--- src/rtl/tl_pkg.sv ---
// rtl/tl_pkg.sv - shared TileLink-UH opcodes, amba_prot bundle and beat-count helper
package tl_pkg;

  localparam logic [2:0] PUT_FULL    = 3'd0;
  localparam logic [2:0] PUT_PARTIAL = 3'd1;
  localparam logic [2:0] GET         = 3'd4;
  localparam logic [2:0] ACK         = 3'd0;
  localparam logic [2:0] ACK_DATA    = 3'd1;

  typedef struct packed {
    logic bufferable;
    logic modifiable;
    logic readalloc;
    logic writealloc;
    logic privileged;
    logic secure;
    logic fetch;
  } amba_prot_t;

  // Narrow beats needed to carry one wide beat of a 2^size byte transfer.
  function automatic int unsigned beats_from_size(input int unsigned size,
                                                  input int unsigned lo,
                                                  input int unsigned li);
    int unsigned n;
    if (size <= lo)
      n = 1;
    else if (size >= li)
      n = 1 << (li - lo);
    else
      n = 1 << (size - lo);
    return n;
  endfunction

endpackage

--- src/rtl/tl_width_narrow_if.sv ---
// rtl/tl_width_narrow_if.sv - TileLink-UH A/D channel bundle with master/slave views
interface tl_width_narrow_if #(
  parameter int DATA_BYTES = 8,
  parameter int SIZE_W     = 3,
  parameter int SOURCE_W   = 2,
  parameter int ADDR_W     = 32
);
  import tl_pkg::*;

  logic                    a_valid;
  logic                    a_ready;
  logic [2:0]              a_opcode;
  logic [2:0]              a_param;
  logic [SIZE_W-1:0]       a_size;
  logic [SOURCE_W-1:0]     a_source;
  logic [ADDR_W-1:0]       a_address;
  amba_prot_t              a_prot;
  logic [DATA_BYTES-1:0]   a_mask;
  logic [8*DATA_BYTES-1:0] a_data;
  logic                    a_corrupt;

  logic                    d_valid;
  logic                    d_ready;
  logic [2:0]              d_opcode;
  logic [SIZE_W-1:0]       d_size;
  logic [SOURCE_W-1:0]     d_source;
  logic                    d_denied;
  logic [8*DATA_BYTES-1:0] d_data;
  logic                    d_corrupt;

  modport master (
    output a_valid, a_opcode, a_param, a_size, a_source, a_address, a_prot,
           a_mask, a_data, a_corrupt,
    input  a_ready,
    input  d_valid, d_opcode, d_size, d_source, d_denied, d_data, d_corrupt,
    output d_ready
  );

  modport slave (
    input  a_valid, a_opcode, a_param, a_size, a_source, a_address, a_prot,
           a_mask, a_data, a_corrupt,
    output a_ready,
    output d_valid, d_opcode, d_size, d_source, d_denied, d_data, d_corrupt,
    input  d_ready
  );

endinterface

--- src/rtl/tl_width_lane_table.sv ---
// rtl/tl_width_lane_table.sv - per-source starting-lane register file
module tl_width_lane_table #(
  parameter int SOURCE_W = 2,
  parameter int LW       = 1
) (
  input  logic                i_clk,
  input  logic                i_rst_n,
  input  logic                i_we,
  input  logic [SOURCE_W-1:0] i_waddr,
  input  logic [LW-1:0]       i_wdata,
  input  logic [SOURCE_W-1:0] i_raddr,
  output logic [LW-1:0]       o_rdata
);

  logic [LW-1:0] r_lane [2**SOURCE_W];

  // Record the starting lane of each outstanding request, one slot per source.
  always_ff @(posedge i_clk or negedge i_rst_n) begin
    if (!i_rst_n) begin
      for (int i = 0; i < 2**SOURCE_W; i++) r_lane[i] <= '0;
    end else if (i_we) begin
      r_lane[i_waddr] <= i_wdata;
    end
  end

  // Same-cycle write and read of one source returns the previous entry.
  assign o_rdata = r_lane[i_raddr];

endmodule

--- src/rtl/tl_width_narrow.sv ---
// rtl/tl_width_narrow.sv - TileLink-UH wide-to-narrow width converter
module tl_width_narrow
  import tl_pkg::*;
#(
  parameter int IN_BYTES  = 8,
  parameter int OUT_BYTES = 4,
  parameter int SIZE_W    = 3,
  parameter int SOURCE_W  = 2,
  parameter int ADDR_W    = 32
) (
  input  logic              i_clk,
  input  logic              i_rst_n,
  tl_width_narrow_if.slave  i_inner,
  tl_width_narrow_if.master o_outer
);

  localparam int unsigned RATIO = IN_BYTES / OUT_BYTES;
  localparam int unsigned LO    = $clog2(OUT_BYTES);
  localparam int unsigned LI    = $clog2(IN_BYTES);
  localparam int unsigned LW    = LI - LO;
  localparam int unsigned OW    = 8 * OUT_BYTES;
  // Inner beats of the largest message minus one must fit this counter.
  localparam int unsigned IBW   = (((1 << SIZE_W) - 1) > LI) ? ((1 << SIZE_W) - 1 - LI) : 1;

  // ---------------- A channel ----------------
  logic [LW-1:0]                 r_a_cnt;
  logic [IBW-1:0]                r_a_ibeat;
  logic                          w_a_split;
  logic                          w_a_small;
  logic                          w_a_sub_lane;
  logic [LW-1:0]                 w_a_l0;
  logic [LW-1:0]                 w_a_lane;
  logic [LW-1:0]                 w_a_cnt_max;
  logic [IBW-1:0]                w_a_ibeat_max;
  logic                          w_a_last;
  logic                          w_a_fire;
  logic                          w_tbl_we;
  logic [RATIO-1:0][OW-1:0]      w_a_data_lanes;
  logic [RATIO-1:0][OUT_BYTES-1:0] w_a_mask_lanes;

  // Opcodes 0..3 carry data and are split; Get and hints travel as one beat.
  assign w_a_split    = ~i_inner.a_opcode[2];
  assign w_a_small    = 32'(i_inner.a_size) < LI;
  assign w_a_sub_lane = 32'(i_inner.a_size) <= LO;
  assign w_a_l0       = w_a_small ? i_inner.a_address[LO +: LW] : '0;
  assign w_a_cnt_max  = w_a_split ? LW'(beats_from_size(32'(i_inner.a_size), LO, LI) - 1) : '0;
  assign w_a_lane     = w_a_l0 + r_a_cnt;
  assign w_a_last     = (r_a_cnt == w_a_cnt_max);
  assign w_a_fire     = i_inner.a_valid & o_outer.a_ready;

  // Number of inner beats in the current message, minus one.
  always_comb begin
    w_a_ibeat_max = '0;
    if (w_a_split && (32'(i_inner.a_size) > LI))
      w_a_ibeat_max = IBW'((32'd1 << (32'(i_inner.a_size) - LI)) - 32'd1);
  end

  assign w_a_data_lanes = i_inner.a_data;
  assign w_a_mask_lanes = i_inner.a_mask;

  assign o_outer.a_valid   = i_inner.a_valid;
  assign o_outer.a_opcode  = i_inner.a_opcode;
  assign o_outer.a_param   = i_inner.a_param;
  assign o_outer.a_size    = i_inner.a_size;
  assign o_outer.a_source  = i_inner.a_source;
  assign o_outer.a_prot    = i_inner.a_prot;
  assign o_outer.a_corrupt = i_inner.a_corrupt;
  assign o_outer.a_address = i_inner.a_address + (ADDR_W'(r_a_cnt) << LO);
  assign o_outer.a_data    = w_a_data_lanes[w_a_lane];
  assign o_outer.a_mask    = (w_a_split || w_a_sub_lane) ? w_a_mask_lanes[w_a_lane] : '1;
  // The wide beat is only acknowledged with its final narrow sub-beat.
  assign i_inner.a_ready   = o_outer.a_ready & w_a_last;

  // Only the very first narrow beat of a message records the starting lane.
  assign w_tbl_we = w_a_fire & (r_a_cnt == '0) & (r_a_ibeat == '0);

  // Advance the sub-beat counter per narrow beat and the inner counter per wide beat.
  always_ff @(posedge i_clk or negedge i_rst_n) begin
    if (!i_rst_n) begin
      r_a_cnt   <= '0;
      r_a_ibeat <= '0;
    end else if (w_a_fire) begin
      if (w_a_last) begin
        r_a_cnt   <= '0;
        r_a_ibeat <= (r_a_ibeat == w_a_ibeat_max) ? '0 : r_a_ibeat + 1'b1;
      end else begin
        r_a_cnt   <= r_a_cnt + 1'b1;
      end
    end
  end

  // ---------------- Lane table ----------------
  logic [LW-1:0] w_tbl_lane;

  tl_width_lane_table #(
    .SOURCE_W (SOURCE_W),
    .LW       (LW)
  ) u_lane_table (
    .i_clk   (i_clk),
    .i_rst_n (i_rst_n),
    .i_we    (w_tbl_we),
    .i_waddr (i_inner.a_source),
    .i_wdata (w_a_l0),
    .i_raddr (o_outer.d_source),
    .o_rdata (w_tbl_lane)
  );

  // ---------------- D channel ----------------
  logic [LW-1:0]            r_d_cnt;
  logic [RATIO-1:0][OW-1:0] r_gather;
  logic                     r_d_denied;
  logic                     r_d_corrupt;
  logic                     w_d_has_data;
  logic [LW-1:0]            w_d_cnt_max;
  logic [LW-1:0]            w_d_lane;
  logic                     w_d_last;
  logic                     w_d_fire;
  logic [RATIO-1:0][OW-1:0] w_d_data_lanes;

  assign w_d_has_data = (o_outer.d_opcode == ACK_DATA);
  assign w_d_cnt_max  = w_d_has_data ? LW'(beats_from_size(32'(o_outer.d_size), LO, LI) - 1) : '0;
  assign w_d_lane     = w_d_has_data ? (w_tbl_lane + r_d_cnt) : '0;
  assign w_d_last     = (r_d_cnt == w_d_cnt_max);
  assign w_d_fire     = o_outer.d_valid & o_outer.d_ready;

  // Overlay the live narrow beat onto the lanes gathered so far.
  always_comb begin
    w_d_data_lanes           = r_gather;
    w_d_data_lanes[w_d_lane] = o_outer.d_data;
  end

  assign o_outer.d_ready   = ~w_d_last | i_inner.d_ready;
  assign i_inner.d_valid   = o_outer.d_valid & w_d_last;
  assign i_inner.d_opcode  = o_outer.d_opcode;
  assign i_inner.d_size    = o_outer.d_size;
  assign i_inner.d_source  = o_outer.d_source;
  assign i_inner.d_data    = w_d_data_lanes;
  assign i_inner.d_denied  = r_d_denied | o_outer.d_denied;
  assign i_inner.d_corrupt = r_d_corrupt | o_outer.d_corrupt;

  // Collect non-final narrow beats; clear everything once the wide beat leaves.
  always_ff @(posedge i_clk or negedge i_rst_n) begin
    if (!i_rst_n) begin
      r_d_cnt     <= '0;
      r_gather    <= '0;
      r_d_denied  <= 1'b0;
      r_d_corrupt <= 1'b0;
    end else if (w_d_fire) begin
      if (w_d_last) begin
        r_d_cnt     <= '0;
        r_gather    <= '0;
        r_d_denied  <= 1'b0;
        r_d_corrupt <= 1'b0;
      end else begin
        r_d_cnt            <= r_d_cnt + 1'b1;
        r_gather[w_d_lane] <= o_outer.d_data;
        r_d_denied         <= r_d_denied | o_outer.d_denied;
        r_d_corrupt        <= r_d_corrupt | o_outer.d_corrupt;
      end
    end
  end

endmodule

--- src/flat_wrapper.sv ---
// flat-port wrapper written by rule: the top's interface ports become plain ports
module tl_width_narrow_flat import tl_pkg::*;
#(
  parameter int IN_BYTES  = 8,
  parameter int OUT_BYTES = 4,
  parameter int SIZE_W    = 3,
  parameter int SOURCE_W  = 2,
  parameter int ADDR_W    = 32
)
  (i_clk, i_rst_n, i_inner_a_valid, i_inner_a_opcode, i_inner_a_param, i_inner_a_size, i_inner_a_source, i_inner_a_address, i_inner_a_prot, i_inner_a_mask, i_inner_a_data, i_inner_a_corrupt, i_inner_a_ready, i_inner_d_valid, i_inner_d_opcode, i_inner_d_size, i_inner_d_source, i_inner_d_denied, i_inner_d_data, i_inner_d_corrupt, i_inner_d_ready, o_outer_a_valid, o_outer_a_opcode, o_outer_a_param, o_outer_a_size, o_outer_a_source, o_outer_a_address, o_outer_a_prot, o_outer_a_mask, o_outer_a_data, o_outer_a_corrupt, o_outer_a_ready, o_outer_d_valid, o_outer_d_opcode, o_outer_d_size, o_outer_d_source, o_outer_d_denied, o_outer_d_data, o_outer_d_corrupt, o_outer_d_ready);
  tl_width_narrow_if #(.DATA_BYTES(8), .SIZE_W(SIZE_W), .SOURCE_W(SOURCE_W), .ADDR_W(ADDR_W)) i_inner_i ();
  tl_width_narrow_if #(.DATA_BYTES(4), .SIZE_W(SIZE_W), .SOURCE_W(SOURCE_W), .ADDR_W(ADDR_W)) o_outer_i ();
  input  logic i_clk;
  input  logic i_rst_n;
  input wire logic [$bits(i_inner_i.a_valid)-1:0] i_inner_a_valid;
  input wire logic [$bits(i_inner_i.a_opcode)-1:0] i_inner_a_opcode;
  input wire logic [$bits(i_inner_i.a_param)-1:0] i_inner_a_param;
  input wire logic [$bits(i_inner_i.a_size)-1:0] i_inner_a_size;
  input wire logic [$bits(i_inner_i.a_source)-1:0] i_inner_a_source;
  input wire logic [$bits(i_inner_i.a_address)-1:0] i_inner_a_address;
  input wire logic [$bits(i_inner_i.a_prot)-1:0] i_inner_a_prot;
  input wire logic [$bits(i_inner_i.a_mask)-1:0] i_inner_a_mask;
  input wire logic [$bits(i_inner_i.a_data)-1:0] i_inner_a_data;
  input wire logic [$bits(i_inner_i.a_corrupt)-1:0] i_inner_a_corrupt;
  output wire logic [$bits(i_inner_i.a_ready)-1:0] i_inner_a_ready;
  output wire logic [$bits(i_inner_i.d_valid)-1:0] i_inner_d_valid;
  output wire logic [$bits(i_inner_i.d_opcode)-1:0] i_inner_d_opcode;
  output wire logic [$bits(i_inner_i.d_size)-1:0] i_inner_d_size;
  output wire logic [$bits(i_inner_i.d_source)-1:0] i_inner_d_source;
  output wire logic [$bits(i_inner_i.d_denied)-1:0] i_inner_d_denied;
  output wire logic [$bits(i_inner_i.d_data)-1:0] i_inner_d_data;
  output wire logic [$bits(i_inner_i.d_corrupt)-1:0] i_inner_d_corrupt;
  input wire logic [$bits(i_inner_i.d_ready)-1:0] i_inner_d_ready;
  output wire logic [$bits(o_outer_i.a_valid)-1:0] o_outer_a_valid;
  output wire logic [$bits(o_outer_i.a_opcode)-1:0] o_outer_a_opcode;
  output wire logic [$bits(o_outer_i.a_param)-1:0] o_outer_a_param;
  output wire logic [$bits(o_outer_i.a_size)-1:0] o_outer_a_size;
  output wire logic [$bits(o_outer_i.a_source)-1:0] o_outer_a_source;
  output wire logic [$bits(o_outer_i.a_address)-1:0] o_outer_a_address;
  output wire logic [$bits(o_outer_i.a_prot)-1:0] o_outer_a_prot;
  output wire logic [$bits(o_outer_i.a_mask)-1:0] o_outer_a_mask;
  output wire logic [$bits(o_outer_i.a_data)-1:0] o_outer_a_data;
  output wire logic [$bits(o_outer_i.a_corrupt)-1:0] o_outer_a_corrupt;
  input wire logic [$bits(o_outer_i.a_ready)-1:0] o_outer_a_ready;
  input wire logic [$bits(o_outer_i.d_valid)-1:0] o_outer_d_valid;
  input wire logic [$bits(o_outer_i.d_opcode)-1:0] o_outer_d_opcode;
  input wire logic [$bits(o_outer_i.d_size)-1:0] o_outer_d_size;
  input wire logic [$bits(o_outer_i.d_source)-1:0] o_outer_d_source;
  input wire logic [$bits(o_outer_i.d_denied)-1:0] o_outer_d_denied;
  input wire logic [$bits(o_outer_i.d_data)-1:0] o_outer_d_data;
  input wire logic [$bits(o_outer_i.d_corrupt)-1:0] o_outer_d_corrupt;
  output wire logic [$bits(o_outer_i.d_ready)-1:0] o_outer_d_ready;
  assign i_inner_i.a_valid = i_inner_a_valid;
  assign i_inner_i.a_opcode = i_inner_a_opcode;
  assign i_inner_i.a_param = i_inner_a_param;
  assign i_inner_i.a_size = i_inner_a_size;
  assign i_inner_i.a_source = i_inner_a_source;
  assign i_inner_i.a_address = i_inner_a_address;
  assign i_inner_i.a_prot = i_inner_a_prot;
  assign i_inner_i.a_mask = i_inner_a_mask;
  assign i_inner_i.a_data = i_inner_a_data;
  assign i_inner_i.a_corrupt = i_inner_a_corrupt;
  assign i_inner_a_ready = i_inner_i.a_ready;
  assign i_inner_d_valid = i_inner_i.d_valid;
  assign i_inner_d_opcode = i_inner_i.d_opcode;
  assign i_inner_d_size = i_inner_i.d_size;
  assign i_inner_d_source = i_inner_i.d_source;
  assign i_inner_d_denied = i_inner_i.d_denied;
  assign i_inner_d_data = i_inner_i.d_data;
  assign i_inner_d_corrupt = i_inner_i.d_corrupt;
  assign i_inner_i.d_ready = i_inner_d_ready;
  assign o_outer_a_valid = o_outer_i.a_valid;
  assign o_outer_a_opcode = o_outer_i.a_opcode;
  assign o_outer_a_param = o_outer_i.a_param;
  assign o_outer_a_size = o_outer_i.a_size;
  assign o_outer_a_source = o_outer_i.a_source;
  assign o_outer_a_address = o_outer_i.a_address;
  assign o_outer_a_prot = o_outer_i.a_prot;
  assign o_outer_a_mask = o_outer_i.a_mask;
  assign o_outer_a_data = o_outer_i.a_data;
  assign o_outer_a_corrupt = o_outer_i.a_corrupt;
  assign o_outer_i.a_ready = o_outer_a_ready;
  assign o_outer_i.d_valid = o_outer_d_valid;
  assign o_outer_i.d_opcode = o_outer_d_opcode;
  assign o_outer_i.d_size = o_outer_d_size;
  assign o_outer_i.d_source = o_outer_d_source;
  assign o_outer_i.d_denied = o_outer_d_denied;
  assign o_outer_i.d_data = o_outer_d_data;
  assign o_outer_i.d_corrupt = o_outer_d_corrupt;
  assign o_outer_d_ready = o_outer_i.d_ready;
  tl_width_narrow #(.IN_BYTES(IN_BYTES), .OUT_BYTES(OUT_BYTES), .SIZE_W(SIZE_W), .SOURCE_W(SOURCE_W), .ADDR_W(ADDR_W)) u_core (.i_clk(i_clk), .i_rst_n(i_rst_n), .i_inner(i_inner_i), .o_outer(o_outer_i));
endmodule
--- config.mk ---
export PLATFORM = sky130hd
export DESIGN_NAME = tl_width_narrow_flat
export DESIGN_NICKNAME = d
export VERILOG_FILES = /design/src/rtl/tl_pkg.sv /design/src/rtl/tl_width_narrow_if.sv /design/src/rtl/tl_width_lane_table.sv /design/src/rtl/tl_width_narrow.sv /design/src/flat_wrapper.sv
export SDC_FILE = /design/constraint.sdc
export NUM_CORES = 1
export LEC_CHECK = 0
export ABC_AREA = 1
export ABC_CLOCK_PERIOD_IN_PS = 6100
export CAP_MARGIN = 30
export CORE_UTILIZATION = 40
export CTS_BUF_LIST = sky130_fd_sc_hd__clkbuf_4 sky130_fd_sc_hd__clkbuf_8
export CTS_CLUSTER_DIAMETER = 40
export DETAILED_ROUTE_END_ITERATION = 12
export GPL_ROUTABILITY_DRIVEN = 0
export PLACE_DENSITY = 0.8
export SLEW_MARGIN = 20
export SYNTH_ARGS = -nofsm -noshare
export SYNTH_HDL_FRONTEND = slang
export SYNTH_SLANG_ARGS = --single-unit
export TNS_END_PERCENT = 20
--- constraint.sdc ---
create_clock -name i_clk -period 6.1 [get_ports i_clk]
set_input_delay 1.83 -clock i_clk [delete_from_list [all_inputs] [get_ports i_clk]]
set_output_delay 1.83 -clock i_clk [all_outputs]
set_load 0.02 [all_outputs]
==> run_results.csv <==
group,metric,value,unit
routing,drc_errors,0,
global_routing,grt_max_degree,69,
layout,multi_input_area,0.00375,mm^2
clock_tree,clkSlewWorstSetupHoldPaths,60,ps
logic_synthesis,syn_nets,1170,
logic_synthesis,yosysWarnings,0,
logic_synthesis,synth_area,0.00677,mm^2
job,cap_violations,0,
setup_path,critPathKind,"in -> out",
sta,slew_headroom,0.517,
pwr,irDropWorstVdd,0.000119,V
outcome,status,"finished clean",
global_routing,grt_antenna_before_repair,0,
layout,fillers,1446,
logic_synthesis,synth-edff-count,0,
layout,drive_gt1_frac,0.108,
placement,portBuffers,305,
layout,seqCellArea,0.00190,mm^2
layout,nets,1453,
routing,final_antenna_net_count,0,
clock_tree,h-tree-depth,3,
logic_synthesis,synth_top_area_cell,"dfrtp_1",
routing,drt_wl_total,20.6,mm
pwr,power.total,2150,uW
clock_tree,clkLatencyLatePin,370,ps
sta,finalHoldViolCount,0,
sta,fin_skew,14.7,ps
sta,maxSlewViolCount,0,
global_routing,grt_pass1_wl,33.5,mm
global_routing,overflow,0,
floorplan,ios,336,
layout,fin_cells,1494,
global_routing,gr-usage-all-layers,0.239,
pwr,cellPowerDensity,212,mW/mm^2
clock_tree,cts_root_buf,"clkbuf_8",
setup_path,crit_path_max_fanout,36,
routing,via_per_inst,4.77,
setup_path,worst_ep_required_time,4270,ps
placement,post-place-cells,1479,
logic_synthesis,synthCells,988,
setup_path,critPathCaptureType,"primary output",
logic_synthesis,synth_area_leaders,"dfrtp_1 28%, nand2_1 20%, nand3_2 9.0%",
floorplan,die_h,132,um
logic_synthesis,synth_common_cells,"366 x nand2_1, 138 x inv_1, 96 x nand3_1",
logic_synthesis,async_flop_share,1.00,
clock_tree,numCtsBuffers,9,
logic_synthesis,yosysSeqAreaShare,0.281,
sta,post-route-period-util,0.973,
layout,antennaDiodeCount,0,
global_routing,grt_pass1_vias,6975,
floorplan,die_area,0.0174,mm^2
floorplan,core,0.0165,mm^2
floorplan,row_count,47,
clock_tree,cts_tree,"done",
layout,area_growth,50.4,%
sta,setup_viol,0,
floorplan,start_util,0.409,
setup_path,cp.arrival,4100,ps
routing,drt-pass1-iter-count,5,
routing,vias,7120,
clock_tree,cts_hold_buf,0,
routing,drtIter0Drc,346,
sta,max_freq,169,MHz
logic_synthesis,ys_seq_elements,76,
floorplan,die_w,132,um
clock_tree,clock-sinks,76,
logic_synthesis,yosysTopAreaCellShare,0.281,
logic_synthesis,synth.avg_cell_area,6.85,um^2
min_path,hold_path.class,"reg -> reg",
sta,worst_pin_slew,724,ps
logic_synthesis,synth_cell_types,36,
logic_synthesis,yosysMostFrequentCell,"nand2_1",
sta,timing.final.crit_period,5930,ps
routing,wire_per_inst,13.8,um
placement,hpwl,16.2,mm
setup_path,cp-start-kind,"input port",
pwr,power_leakage,0.00503,uW
clock_tree,cts_max_path_buffers,2,
logic_synthesis,ys.flop_type,"dfrtp_1",
sta,rsz0062_at_grt,"yes",
cell families after synthesis:
group	synth area share
xor gates and xnor gates	0.0416
and+or+nand+nor	0.476
buffers and inverters	0.169
AOI/OAI and AO/OA	0.0126
adders and majority gates	0.0203
DFF	0.281
sequential cells by signal (all words and copies together) (netlist names):
signal                      cells
u_core.r_gather                64
u_core.r_a_ibeat                4
u_core.u_lane_table.r_lane      4
u_core.r_a_cnt                  1
u_core.r_d_cnt                  1
u_core.r_d_corrupt              1
u_core.r_d_denied               1
report_power, final:
group	internal [uW]	switching (uW)
combinational	479	568
sequential	589	53.5
clock	273	191
total	1340	813
worst max-delay path: stages:
cell and delay, ps:
clkdlybuf4s50_1 480, ha_1 180, inv_1 50, ha_1 200, nand2_1 80, nand2_1 50, nand2_1 160, buf_8 250
nand2_1 70, nand2_1 120, clkdlybuf4s50_1 620
stage by stage:
step	setup WS [ps]	hold slack, ps	setup TNS [ps]	utilization	cell area [um^2]
CTS	-7.50	484	-7.50	0.614	10100
floorplan	993	449	0	-	6770
global placement	-50.7	461	-77.3	0.598	9880
global route	-15.1	497	-15.1	0.616	10200
finish	167	479	0	0.616	10200
detailed placement	-93.2	465	-301	0.600	9910
repair_timing:
action	CTS	global route
setup endpoints to repair	6	100
setup buffers	0	1
gates resized for setup	6	13
hold endpoints to repair	0	0
metal layers:
metal / wire length (um) / track usage
met5: 0 / 0
met4: 451 / 0.0678
met3: 1060 / 0.0504
met2: 10300 / 0.422
met1: 8730 / 0.292
final timing paths:
path | start | end | slack [ps] | cells past startpoint
setup / recovery | i_inner_a_size[0] | o_outer_a_data[28] | 170 | 11
hold / removal | u_core.r_gather[44] | u_core.r_gather[44] | 480 | 2
setup reg to reg | u_core.r_d_cnt | u_core.r_gather[43] | 3880 | 9
hold reg to reg | u_core.r_gather[44] | u_core.r_gather[44] | 480 | 2
max in group asynchronous | i_rst_n | u_core.r_gather[44] | 4150 | 2
min in group asynchronous | i_rst_n | u_core.r_gather[24] | 1360 | 1
cells in the final DEF (no fill, tap or decap), types with 3 or more instances in the layout:
cell             Yosys  routed
a21oi_1              7       7
and2_1              64      64
buf_12               7      10
buf_4               30      26
bufinv_16            0       3
clkbuf_8            10       9
clkdlybuf4s50_1      0     291
dfrtp_1             76      76
dlygate4sd2_1        0       4
dlymetal6s2s_1       0       8
ha_1                11      11
inv_1              138     138
nand2_1            366     365
nand2_2              5       6
nand3_1             96      96
nand3_2             61      61
nand4_1              7       7
nor2_1              20      19
nor2_2               5       5
nor2_4               4       5
nor3_1               6       6
nor4_1               5       4
o21ai_0              7       6
xnor2_1             11      11
xor2_1              18      18
final cells by class:
class | count | area share
clock buffers | 10 | 0.0129
inverters | 140 | 0.0520
flip-flops and latches | 76 | 0.187
repair buffers | 342 | 0.343
well taps | 220 | 0.0270
clock inverters | 4 | 0.00971
multi-input cells | 702 | 0.368
Power figures use the tool's default switching activity.
